### src/rtl/pipe_seq_ctrl_if.sv
// Pipeline sequencing bundle: hazard inputs, stage controls, data-memory handshake.
// Ports: slave = controller side, master = pipeline/memory side.
// Optional PIPE_SEQ_PERF_EN adds stall_cycles, flush_events, mem_wait_cycles.
interface pipe_seq_ctrl_if #(
    parameter int REG_W = 5
);
    logic [REG_W-1:0] if_id_rs1;
    logic [REG_W-1:0] if_id_rs2;
    logic             id_ex_memread;
    logic [REG_W-1:0] id_ex_rd;
    logic             ex_redirect;
    logic             ex_mem_access;
    logic             dmem_ack;
    logic             dmem_req;
    logic             pc_en;
    logic             if_id_en;
    logic             if_id_flush;
    logic             id_ex_en;
    logic             id_ex_flush;
    logic             ex_mem_en;
    logic             mem_wb_bubble;
    logic             mem_timeout;
`ifdef PIPE_SEQ_PERF_EN
    logic [15:0]      stall_cycles;
    logic [15:0]      flush_events;
    logic [15:0]      mem_wait_cycles;
`endif

    modport slave (
        input  if_id_rs1, if_id_rs2, id_ex_memread, id_ex_rd,
        input  ex_redirect, ex_mem_access, dmem_ack,
        output dmem_req, pc_en, if_id_en, if_id_flush,
        output id_ex_en, id_ex_flush, ex_mem_en,
        output mem_wb_bubble, mem_timeout
`ifdef PIPE_SEQ_PERF_EN
        , output stall_cycles, flush_events, mem_wait_cycles
`endif
    );

    modport master (
        output if_id_rs1, if_id_rs2, id_ex_memread, id_ex_rd,
        output ex_redirect, ex_mem_access, dmem_ack,
        input  dmem_req, pc_en, if_id_en, if_id_flush,
        input  id_ex_en, id_ex_flush, ex_mem_en,
        input  mem_wb_bubble, mem_timeout
`ifdef PIPE_SEQ_PERF_EN
        , input stall_cycles, flush_events, mem_wait_cycles
`endif
    );
endinterface

### src/rtl/pipe_seq_ctrl.sv
// Pipeline sequencing controller: stage enables/flushes, PC enable, hazard
// priority (mem stall > redirect > load-use) and dmem handshake with watchdog.
// Ports: clk, reset (async, active-high), ctl (pipe_seq_ctrl_if.slave).
// Macro PIPE_SEQ_PERF_EN adds saturating 16-bit performance counters.
module pipe_seq_ctrl #(
    parameter int MEM_TIMEOUT = 15,
    parameter int REG_W       = 5
) (
    input  logic           clk,
    input  logic           reset,
    pipe_seq_ctrl_if.slave ctl
);
    localparam logic [1:0] RUN      = 2'd0;
    localparam logic [1:0] MEM_WAIT = 2'd1;
    localparam logic [1:0] ERR      = 2'd2;
    localparam logic [7:0] TO_LIM   = 8'(MEM_TIMEOUT);

    logic [1:0] state, state_nx;
    logic [7:0] cnt, cnt_nx;
    logic       lu;
    logic       adv;

    assign lu = ctl.id_ex_memread
              && (ctl.id_ex_rd != '0)
              && ((ctl.id_ex_rd == ctl.if_id_rs1)
                  || (ctl.id_ex_rd == ctl.if_id_rs2));

    always_comb begin
        state_nx          = state;
        cnt_nx            = cnt;
        adv               = 1'b0;
        ctl.dmem_req      = 1'b0;
        ctl.pc_en         = 1'b0;
        ctl.if_id_en      = 1'b0;
        ctl.if_id_flush   = 1'b0;
        ctl.id_ex_en      = 1'b0;
        ctl.id_ex_flush   = 1'b0;
        ctl.ex_mem_en     = 1'b0;
        ctl.mem_wb_bubble = 1'b0;
        ctl.mem_timeout   = 1'b0;
        if (!reset) begin
            unique case (state)
                RUN: begin
                    ctl.dmem_req = ctl.ex_mem_access;
                    if (ctl.ex_mem_access && !ctl.dmem_ack) begin
                        ctl.mem_wb_bubble = 1'b1;
                        state_nx          = MEM_WAIT;
                        cnt_nx            = 8'd1;
                    end else begin
                        adv    = 1'b1;
                        cnt_nx = '0;
                    end
                end
                MEM_WAIT: begin
                    ctl.dmem_req = 1'b1;
                    if (!ctl.dmem_ack) begin
                        ctl.mem_wb_bubble = 1'b1;
                        cnt_nx            = cnt + 8'd1;
                        if (cnt == TO_LIM)
                            state_nx = ERR;
                    end else begin
                        // inputs were frozen during the wait, so any
                        // redirect/hazard is resolved exactly once here
                        adv      = 1'b1;
                        state_nx = RUN;
                        cnt_nx   = '0;
                    end
                end
                ERR: begin
                    ctl.mem_wb_bubble = 1'b1;
                    ctl.mem_timeout   = 1'b1;
                end
                default: begin
                    state_nx = RUN;
                    cnt_nx   = '0;
                end
            endcase
        end
        if (adv) begin
            ctl.pc_en     = 1'b1;
            ctl.if_id_en  = 1'b1;
            ctl.id_ex_en  = 1'b1;
            ctl.ex_mem_en = 1'b1;
            if (ctl.ex_redirect) begin
                // younger instruction is squashed, so lu is moot
                ctl.if_id_flush = 1'b1;
                ctl.id_ex_flush = 1'b1;
            end else if (lu) begin
                ctl.pc_en       = 1'b0;
                ctl.if_id_en    = 1'b0;
                ctl.id_ex_flush = 1'b1;
            end
        end
    end

    always_ff @(posedge clk or posedge reset) begin
        if (reset) begin
            state <= RUN;
            cnt   <= '0;
        end else begin
            state <= state_nx;
            cnt   <= cnt_nx;
        end
    end

`ifdef PIPE_SEQ_PERF_EN
    logic [15:0] stall_q, flush_q, mwait_q;

    always_ff @(posedge clk or posedge reset) begin
        if (reset) begin
            stall_q <= '0;
            flush_q <= '0;
            mwait_q <= '0;
        end else begin
            if (!ctl.pc_en && stall_q != 16'hFFFF)
                stall_q <= stall_q + 16'd1;
            if (ctl.id_ex_flush && flush_q != 16'hFFFF)
                flush_q <= flush_q + 16'd1;
            if (state == MEM_WAIT && mwait_q != 16'hFFFF)
                mwait_q <= mwait_q + 16'd1;
        end
    end

    assign ctl.stall_cycles    = stall_q;
    assign ctl.flush_events    = flush_q;
    assign ctl.mem_wait_cycles = mwait_q;
`endif
endmodule

### src/flat_wrapper.sv
// flat-port wrapper written by rule: the top's interface ports become plain ports
module pipe_seq_ctrl_flat 
#(
    parameter int MEM_TIMEOUT = 15,
    parameter int REG_W       = 5
)
  (clk, reset, ctl_if_id_rs1, ctl_if_id_rs2, ctl_id_ex_memread, ctl_id_ex_rd, ctl_ex_redirect, ctl_ex_mem_access, ctl_dmem_ack, ctl_dmem_req, ctl_pc_en, ctl_if_id_en, ctl_if_id_flush, ctl_id_ex_en, ctl_id_ex_flush, ctl_ex_mem_en, ctl_mem_wb_bubble, ctl_mem_timeout);
  pipe_seq_ctrl_if #(.REG_W(REG_W)) ctl_i ();
  input  logic clk;
  input  logic reset;
  input wire logic [$bits(ctl_i.if_id_rs1)-1:0] ctl_if_id_rs1;
  input wire logic [$bits(ctl_i.if_id_rs2)-1:0] ctl_if_id_rs2;
  input wire logic [$bits(ctl_i.id_ex_memread)-1:0] ctl_id_ex_memread;
  input wire logic [$bits(ctl_i.id_ex_rd)-1:0] ctl_id_ex_rd;
  input wire logic [$bits(ctl_i.ex_redirect)-1:0] ctl_ex_redirect;
  input wire logic [$bits(ctl_i.ex_mem_access)-1:0] ctl_ex_mem_access;
  input wire logic [$bits(ctl_i.dmem_ack)-1:0] ctl_dmem_ack;
  output wire logic [$bits(ctl_i.dmem_req)-1:0] ctl_dmem_req;
  output wire logic [$bits(ctl_i.pc_en)-1:0] ctl_pc_en;
  output wire logic [$bits(ctl_i.if_id_en)-1:0] ctl_if_id_en;
  output wire logic [$bits(ctl_i.if_id_flush)-1:0] ctl_if_id_flush;
  output wire logic [$bits(ctl_i.id_ex_en)-1:0] ctl_id_ex_en;
  output wire logic [$bits(ctl_i.id_ex_flush)-1:0] ctl_id_ex_flush;
  output wire logic [$bits(ctl_i.ex_mem_en)-1:0] ctl_ex_mem_en;
  output wire logic [$bits(ctl_i.mem_wb_bubble)-1:0] ctl_mem_wb_bubble;
  output wire logic [$bits(ctl_i.mem_timeout)-1:0] ctl_mem_timeout;
  assign ctl_i.if_id_rs1 = ctl_if_id_rs1;
  assign ctl_i.if_id_rs2 = ctl_if_id_rs2;
  assign ctl_i.id_ex_memread = ctl_id_ex_memread;
  assign ctl_i.id_ex_rd = ctl_id_ex_rd;
  assign ctl_i.ex_redirect = ctl_ex_redirect;
  assign ctl_i.ex_mem_access = ctl_ex_mem_access;
  assign ctl_i.dmem_ack = ctl_dmem_ack;
  assign ctl_dmem_req = ctl_i.dmem_req;
  assign ctl_pc_en = ctl_i.pc_en;
  assign ctl_if_id_en = ctl_i.if_id_en;
  assign ctl_if_id_flush = ctl_i.if_id_flush;
  assign ctl_id_ex_en = ctl_i.id_ex_en;
  assign ctl_id_ex_flush = ctl_i.id_ex_flush;
  assign ctl_ex_mem_en = ctl_i.ex_mem_en;
  assign ctl_mem_wb_bubble = ctl_i.mem_wb_bubble;
  assign ctl_mem_timeout = ctl_i.mem_timeout;
  pipe_seq_ctrl #(.MEM_TIMEOUT(MEM_TIMEOUT), .REG_W(REG_W)) u_core (.clk(clk), .reset(reset), .ctl(ctl_i));
endmodule
### config.mk
export PLATFORM = sky130hd
export DESIGN_NAME = pipe_seq_ctrl_flat
export DESIGN_NICKNAME = d
export VERILOG_FILES = /design/src/rtl/pipe_seq_ctrl_if.sv /design/src/rtl/pipe_seq_ctrl.sv /design/src/flat_wrapper.sv
export SDC_FILE = /design/constraint.sdc
export NUM_CORES = 1
export LEC_CHECK = 0
export CAP_MARGIN = 25
export CORE_MARGIN = 4
export CORE_UTILIZATION = 45
export DETAILED_ROUTE_END_ITERATION = 6
export DONT_BUFFER_PORTS = 1
export PLACE_DENSITY_LB_ADDON = 0.08
export SLEW_MARGIN = 30
export SYNTH_ARGS = -nofsm -noshare
export SYNTH_HDL_FRONTEND = slang
export SYNTH_SLANG_ARGS = --single-unit
### constraint.sdc
create_clock -name clk -period 2.3 [get_ports clk]
set_clock_uncertainty 0.2 [all_clocks]
set_input_delay 0.69 -clock clk [delete_from_list [all_inputs] [get_ports clk]]
set_output_delay 0.69 -clock clk [all_outputs]
set_load 0.01 [all_outputs]
==> metrics.md <==
| Metric | Value |
|---|---|
| Die height | `48.8 um` |
| Final core utilization | `0.545` |
| Placed cells | `104` |
| Worst-Margin Slew | `0.424 ns` |
| Number of synthesized register bits | `10` |
| Crit-path cells | `or4_4, o21ai_2, o31a_1` |
| Seq/Total Area, Yosys | `0.333` |
| IO Port Bufs | `0` |
| Fin. Hold Viols | `0` |
| CP Capture Type | `primary output` |
| ANT nets after route | `0` |
| Number of flops mapped to enable cells by yosys | `0` |
| Critical Path AT | `1.62 ns` |
| Fillers | `151` |
| Antenna Cells | `0` |
| Setup bufs post-CTS | `0` |
| Largest net degree at the start of global routing | `13` |
| Cell internal pwr | `319 uW` |
| Fmax | `0.399 GHz` |
| Switching share of power | `0.320` |
| Synth top area share | `0.333` |
| Nets | `115` |
| Area growth, synth to finish | `12.0%` |
| Post-DP HPWL | `1260 um` |
| Std-Cell Rows | `14` |
| Max-cap violation count | `0` |
| Synth warnings | `0` |
| RSZ-0062 raised after global routing | `yes` |
| CP startpoint kind | `primary input` |
| Wirelength per Cell | `14.9 um` |
| Layout cell share with drive strength beyond 1 | `0.198` |
| Final setup viols | `3` |
| Clock buffer depth | `2` |
| Die area | `0.00239 mm2` |
| P_sw | `150 uW` |
| Slew HR | `0.714` |
| Synth Cell Area | `751 um2` |
| Post-synthesis cell type count | `31` |
| Syn Inst Count | `86` |
| Vias post-DR | `646` |
| Post-Syn Nets | `108` |
| Comb pwr share | `0.307` |
| Critical path peak fanout | `3` |
| GPL Wtd Cong | `0.713` |
| Drt first pass iters | `3` |
| Fin Hold WS | `0.106 ns` |
| Core Area | `0.00154 mm2` |
| Synth Flop Type | `dfrtp_1` |
| Hold-fix buffers, CTS | `0` |
| CTS Root Buffer Type | `clkbuf_4` |
| Slowest stage cell, crit path | `or4_4` |
| Violations in the final reports | `negative setup slack` |
| Outcome | `complete, but fails checks` |
| Area leader, netlist | `dfrtp_1` |
| Max Slew Vio Count | `0` |
| Die X | `48.8 um` |
| WL final | `1600 um` |
| Antenna violations before repair | `0` |
| Total grt overflow | `0` |
| Async SR Flop Fraction | `1.00` |
| Final Worst Setup Slack | `-0.206 ns` |
| Crit share post-route | `1.09` |
| DRC | `0` |
| Setup TNS | `-0.550 ns` |
| Area contributors post-synth | `dfrtp_1, xor2_1, nor2_1` |
| Sequential power share | `0.436` |
| # IOs | `30` |
| Clock share of power | `0.257` |
| Crit path buffers/inverters | `0` |
| Drt initial violations | `14` |
| Vias per cell | `6.04` |
| Clk Latency, worst-skew pair | `0.27 ns` |
| CTS sink count | `10` |
| CTS tree | `done` |
| Max incr delay on CP | `0.52 ns` |
| Clock-pin slew of the registers on the worst-case setup and hold paths | `0.06 ns` |
| H-tree depth | `1` |
| WP data required | `1.41 ns` |
| Total track usage | `0.136` |
| Initial Util | `0.487` |
| Final cell count without fillers | `107` |
| Vias in the first global route | `576` |
| Most frequent cells in the layout | `nor2_1, xor2_1, dfrtp_1` |
| VDD IR max | `0.344 mV` |
| Avg Inst Size Synth | `8.73 um2` |
| Leading cell type in the layout, fill and taps excluded | `nor2_1` |
| TritonCTS Buffers | `3` |
| Setup CP Type | `in2out` |
| Global-route wire length before repair | `2570 um` |
| Final Critical Period | `2.51 ns` |
| Total power | `468 uW` |
| Top delay family on crit path | `simple AND/OR/NAND/NOR gates` |
| PwrDens | `557 mW/mm2` |
| Hold WC Path Type | `in2async` |
| Lkg Pwr | `0.000348 uW` |
kinds of logic after synthesis:
group	after synthesis	share of synthesized area
AND/OR/NAND/NOR	35	0.255
AO/OA/AOI/OAI	15	0.147
XOR/XNOR	14	0.163
flip-flops	10	0.333
buffers and inverters	9	0.0583
multiplexers	2	0.0267
adder cells (fa/ha/maj)	1	0.0167
what timing repair did:
item / CTS / global route
pin swaps: 1 / 0
gates resized for setup: 2 / 2
endpoints found under the setup margin: 3 / 5
power by group through the flow:
stage          logic (uW)  clock network [uW]  registers, uW
2_1_floorplan         112                   0            204
3_3_place_gp          137                   0            207
3_5_place_dp          139                   0            207
4_1_cts               143                 122            204
5_1_grt               158                 132            207
6_report              144                 120            204
Yosys cell counts (all sizes together) (3+ instances only):
| cell type | count |
|---|---|
| xor2 | 10 |
| xnor2 | 4 |
| nor3 | 7 |
| nor4 | 3 |
| nor2 | 12 |
| dfrtp | 10 |
| buf | 4 |
| nand2 | 5 |
| inv | 5 |
| o21ai | 3 |
sequential cells by signal, summed over array words and instances (netlist names):
| name | cells |
|---|---|
| u_core.cnt | 8 |
| u_core.state | 2 |
final timing paths:
| kind | startpoint | endpoint | slack [ns] | cells past startpoint |
|---|---|---|---|---|
| max | ctl_id_ex_rd[0] | ctl_if_id_en | -0.21 | 3 |
| min | reset | u_core.cnt[1] | 0.11 | 2 |
| max reg2reg | u_core.cnt[0] | u_core.state[0] | 0.60 | 5 |
| min reg2reg | u_core.cnt[1] | u_core.cnt[1] | 0.33 | 1 |
| max in group asynchronous | reset | u_core.cnt[4] | 1.65 | 2 |
| min in group clk | ctl_dmem_ack | u_core.cnt[0] | 0.30 | 1 |
area by class of cell:
cell class	count	area, um2	share of cell area
Clock buffer	3	22.5	0.0268
Multi-Input combinational cell	67	484	0.576
Tap cell	16	20.0	0.0238
Sequential cell	10	250	0.298
Inverter	5	18.8	0.0223
Timing Repair Buffer	6	45.0	0.0536
layer usage:
layer	GRT usage	vias to the layer above	wire length, um
li1	-	314	-
met1	0.160	302	646
met2	0.220	25	770
met3	0.0428	5	146
met4	0.0673	0	34
met5	0	-	0
through the flow:
stage / setup slack [ns] / instance area, um2
after floorplan: -0.277 / 763
after global placement: -0.201 / 803
after detailed placement: -0.213 / 803
after CTS: -0.216 / 835
after global routing: -0.244 / 841
final: -0.206 / 841
(Power assumes the default switching activity.)
